File: src/rtl/shield_scrubregfile.sv
// Byte-strobed register file with per-entry valid bits and a pointer-driven secure-erase scrub.
// Reset forces a full scrub because the data array itself is never reset.
module shield_scrubregfile #(
  parameter int DATA_WIDTH = 32,
  parameter int ADDR_WIDTH = 4,
  parameter int NUM_RD     = 2,
  parameter int RD_REG     = 0
) (
  input  logic                           clk,
  input  logic                           rst_n,
  input  logic [NUM_RD*ADDR_WIDTH-1:0]   rd_addr,
  output logic [NUM_RD*DATA_WIDTH-1:0]   rd_data,
  output logic [NUM_RD-1:0]              rd_valid,
  input  logic                           wr_en,
  input  logic [ADDR_WIDTH-1:0]          wr_addr,
  input  logic [DATA_WIDTH-1:0]          wr_data,
  input  logic [DATA_WIDTH/8-1:0]        wr_strb,
  output logic                           wr_ready,
  input  logic                           clr_req,
  output logic                           clr_busy,
  output logic                           clr_done
);
  localparam int DEPTH = 2 ** ADDR_WIDTH;
  localparam int NB    = DATA_WIDTH / 8;

  typedef enum logic {IDLE, SCRUB} state_t;

  state_t                  state_q, state_d;
  logic [ADDR_WIDTH-1:0]   ptr_q, ptr_d;
  logic                    clr_done_q, clr_done_d;
  logic [DEPTH-1:0]        valid_q, valid_d;
  logic [DATA_WIDTH-1:0]   mem_q [DEPTH];
  logic [DATA_WIDTH-1:0]   mem_d [DEPTH];
  logic                    wr_acc;

  assign wr_ready = (state_q == IDLE) && !clr_req;
  assign wr_acc   = wr_en && wr_ready;
  assign clr_busy = (state_q == SCRUB);
  assign clr_done = clr_done_q;

  always_comb begin
    state_d    = state_q;
    ptr_d      = ptr_q;
    clr_done_d = 1'b0;
    valid_d    = valid_q;
    mem_d      = mem_q;
    if (state_q == SCRUB) begin
      mem_d[ptr_q]   = '0;
      valid_d[ptr_q] = 1'b0;
      ptr_d          = ptr_q + 1'b1;
      if (ptr_q == ADDR_WIDTH'(DEPTH - 1)) begin
        state_d    = IDLE;
        clr_done_d = 1'b1;
      end
    end else if (clr_req) begin
      state_d = SCRUB;
      ptr_d   = '0;
    end else if (wr_acc && |wr_strb) begin
      for (int b = 0; b < NB; b++) begin
        if (wr_strb[b]) mem_d[wr_addr][8*b +: 8] = wr_data[8*b +: 8];
      end
      valid_d[wr_addr] = 1'b1;
    end
  end

  always_ff @(posedge clk) begin
    if (!rst_n) begin
      state_q    <= SCRUB;
      ptr_q      <= '0;
      clr_done_q <= 1'b0;
      valid_q    <= '0;
    end else begin
      state_q    <= state_d;
      ptr_q      <= ptr_d;
      clr_done_q <= clr_done_d;
      valid_q    <= valid_d;
    end
  end

  always_ff @(posedge clk) begin
    mem_q <= mem_d;
  end

  generate
    if (RD_REG != 0) begin : g_rd_reg
      logic [NUM_RD*DATA_WIDTH-1:0] rd_data_q, rd_data_d;
      logic [NUM_RD-1:0]            rd_valid_q, rd_valid_d;

      // Sampling the next-state arrays gives write-first behaviour for writes and scrub alike.
      always_comb begin
        rd_data_d  = '0;
        rd_valid_d = '0;
        for (int k = 0; k < NUM_RD; k++) begin
          rd_valid_d[k] = valid_d[rd_addr[k*ADDR_WIDTH +: ADDR_WIDTH]];
          if (rd_valid_d[k])
            rd_data_d[k*DATA_WIDTH +: DATA_WIDTH] = mem_d[rd_addr[k*ADDR_WIDTH +: ADDR_WIDTH]];
        end
      end

      always_ff @(posedge clk) begin
        if (!rst_n) begin
          rd_data_q  <= '0;
          rd_valid_q <= '0;
        end else begin
          rd_data_q  <= rd_data_d;
          rd_valid_q <= rd_valid_d;
        end
      end

      assign rd_data  = rd_data_q;
      assign rd_valid = rd_valid_q;
    end else begin : g_rd_comb
      always_comb begin
        rd_data  = '0;
        rd_valid = '0;
        for (int k = 0; k < NUM_RD; k++) begin
          rd_valid[k] = valid_q[rd_addr[k*ADDR_WIDTH +: ADDR_WIDTH]];
          if (rd_valid[k])
            rd_data[k*DATA_WIDTH +: DATA_WIDTH] = mem_q[rd_addr[k*ADDR_WIDTH +: ADDR_WIDTH]];
        end
      end
    end
  endgenerate

endmodule

File: config.mk
export PLATFORM = sky130hd
export DESIGN_NAME = shield_scrubregfile
export DESIGN_NICKNAME = d
export VERILOG_FILES = /design/src/rtl/shield_scrubregfile.sv
export SDC_FILE = /design/constraint.sdc
export NUM_CORES = 1
export LEC_CHECK = 0
export BUFFER_PORTS_ARGS = -buffer_cell sky130_fd_sc_hd__buf_2
export CORE_MARGIN = 8
export CORE_UTILIZATION = 42
export DETAILED_ROUTE_END_ITERATION = 8
export GPL_TIMING_DRIVEN = 1
export SYNTH_ARGS = -nofsm -noshare
export SYNTH_HDL_FRONTEND = slang
export SYNTH_SLANG_ARGS = --single-unit
File: constraint.sdc
create_clock -name clk -period 4.3 [get_ports clk]
set_input_delay 0 -clock clk [delete_from_list [all_inputs] [get_ports clk]]
set_output_delay 0 -clock clk [all_outputs]
set_load 0.02 [all_outputs]
==> reports/metrics.cfg <==
[pwr]
p_leak_nw=12.2
peakVddDrop_mv=0.324
pwr_density_cell_nw_per_um2=426

[finish]
areaGrowthSynthToFinish_pct=11.3
drive_above_1_share_pct=24.3
final_cells=3558
ff_latch_area_um2=15800
nNetsFinal=2619
multiInputGateArea_um2=13600
nFillCells=6532

[sta]
max_freq_ghz=0.313
min_period_ns=3.19
setup_tns_ns=0
fin_crit_sh_pct=74.2
report.final.setup_viol=0
rsz0062_at_grt=no
hold_viol=0
max-slew-margin-rel_pct=-0.811
drv_slew=17
skew_ns=0.0177
tightest_slew_ns=1.51

[synth]
synth_nets=2602
synth_flop_cell=edfxtp_1
avgSynthCellArea_um2=12.0
yosysSeqAreaShare_pct=52.0
async_reset_ff_share_pct=0
syn_inst=2546
synth_edf_count=512
netlist_area_um2=30400
yosysWarnings=0
synth-seq-cells=534
synthDistinctLibCells=39

[placement]
gp_congestion=0.998
post-place-cells=3442
port_buffers=120
place_hpwl_um=79900

[floorplanning]
coreArea_um2=71600
num_rows=98
io_pins=121
die_h_um=285
initial_utilization_pct=42.5
die_width_um=285
dieArea_um2=81400

[global_route]
grt_antenna_before_repair=8
track_usage_pct=29.0
grt_max_degree=80
grt_pass1_wl_um=174000
grt_pass1_vias=23600
grt_overflow=0

[route]
wirelength_um=122000
wl_per_cell_um=34.3
firstDrtPassIters=6
vias=24400
ant_nets=0
initialDrtViolationCount=4204
via_per_inst=6.87
remaining_drc_errors=0

[status]
status=complete, but fails checks
violations=max-capacitance violations, max-slew violations

[clock_network]
postCtsSetupBuffers=0
cts_tree=built
clk_path_buf_depth=3
htreeDepth=2
numCtsBuffers=58
clk_latency_ns=0.63
cts-root-buf=clkbuf_16
cts_resized=0
clock_sinks=534
cts.reportedPaths.clkPinSlew_ns=0.06
hold_buffers=11

[worst_setup_path]
crit_arrival_ns=3.19
cp-end-kind=primary output
required_ns=4.30
startpoint_type=flip-flop
path_class=flip-flop to primary output
cp_max_fo=33

[run]
cap_violations=1

[hold_path]
hp-class=primary input to flip-flop

## critical path: stages, from the launching register on
cell and delay [ns]:
dfxtp_1 0.35, mux4_2 0.47, a22o_1 0.28, nor2_8 0.83, a21oi_2 0.31, buf_2 0.28
## area by class of cell
cell class,instances,share of cell area [%]
clock buffers,73,4.64
flip-flops and latches,534,46.7
well taps,950,3.51
inverters,5,0.0554
diodes,3,0.0222
clock inverters,29,0.927
multi-input cells,1759,40.1
repair buffers,205,4.05
## logic make-up after synthesis
| group | after synthesis | share of synthesized area [%] |
|---|---|---|
| AO/OA/AOI/OAI | 780 | 14.9 |
| adder cells (fa/ha/maj) | 4 | 0.164 |
| buffers and inverters | 253 | 4.18 |
| flip-flops | 534 | 52.0 |
| multiplexers | 265 | 19.6 |
| AND/OR/NAND/NOR | 710 | 9.22 |
## sequential cells by signal, summed over array words and instances, names as in the netlist
register  flops
clr_done      1
clr_busy      1
ptr_q         4
mem_q       512
valid_q      16
## placed cells by master (no fill, tap or decap), types with 3 or more instances in the layout
cell type	Yosys	layout
nand2_1	572	566
edfxtp_1	512	512
o21ai_0	358	358
mux4_2	264	264
o21ai_1	171	171
a22oi_1	128	128
buf_2	70	116
nor2_1	86	82
buf_4	15	68
clkbuf_16	0	61
a21oi_2	58	58
a21oi_1	29	29
dfxtp_1	22	21
a21boi_4	0	16
nor2b_1	17	13
clkbuf_1	140	12
dlygate4sd3_1	0	11
a21boi_1	26	10
clkinv_2	0	10
clkinv_1	0	10
nor3_1	8	8
nand2b_1	7	7
nand3_1	7	7
bufinv_16	0	7
nand2_2	0	6
buf_12	6	6
nor2b_4	0	4
a22o_1	4	4
ha_1	4	4
diode_2	0	3
inv_1	3	3
a21boi_0	3	3
## path summary, 6_finish.rpt
check / from / endpoint / slack, ns / depth (start not counted)
max: valid_q[5]$_SDFFE_PN0P_ / rd_data[40] / 1.11 / 5
min: wr_strb[0] / valid_q[13]$_SDFFE_PN0P_ / 0.12 / 6
max reg2reg: clr_busy$_SDFF_PN1_ / mem_q[47]$_DFFE_PP_ / 1.40 / 4
min reg2reg: valid_q[14]$_SDFFE_PN0P_ / valid_q[14]$_SDFFE_PN0P_ / 0.50 / 2
## power by group
part           internal [mW]  switching [mW]  total (mW)  leakage (nW)
Sequential              6.58           0.565        7.14          6.11
Combinational           1.00            1.14        2.14          5.19
Clock                   2.98            2.16        5.14         0.924
## Yosys cell counts (all sizes together) (2+ instances only)
cell type | count | area, µm²
nor3 | 8 | 40.0
nand3b | 2 | 15.0
clkbuf | 140 | 526
o21ai | 529 | 2650
and2 | 4 | 25.0
a22o | 4 | 35.0
nand2b | 7 | 43.8
a21oi | 87 | 653
edfxtp | 512 | 15400
mux4 | 264 | 5950
a22oi | 128 | 961
a21boi | 29 | 218
buf | 108 | 729
nor2b | 17 | 106
inv | 5 | 18.8
nand2 | 572 | 2150
ha | 4 | 50.1
nand3 | 7 | 35.0
dfxtp | 22 | 440
nor2 | 88 | 363
## metrics by stage
step	hold slack, ns	instance area, µm²	power (mW)	utilization, %	setup WS, ns
after floorplan	0.0889	30400	8.49	-	2.13
after global placement	0.324	31900	9.17	44.5	1.39
after detailed placement	0.332	31900	9.29	44.5	1.40
after CTS	0.0924	33900	14.3	47.3	1.21
after global routing	0.176	33900	14.8	47.3	1.10
final	0.123	33900	14.4	47.3	1.11
## metal layers
metal | track usage (%) | routed length, µm
met5 | 0 | 175
met4 | 11.1 | 5380
met3 | 13.4 | 21400
met2 | 40.8 | 50600
met1 | 38.9 | 44500
No activity file was read; power rests on OpenSTA's default activity.
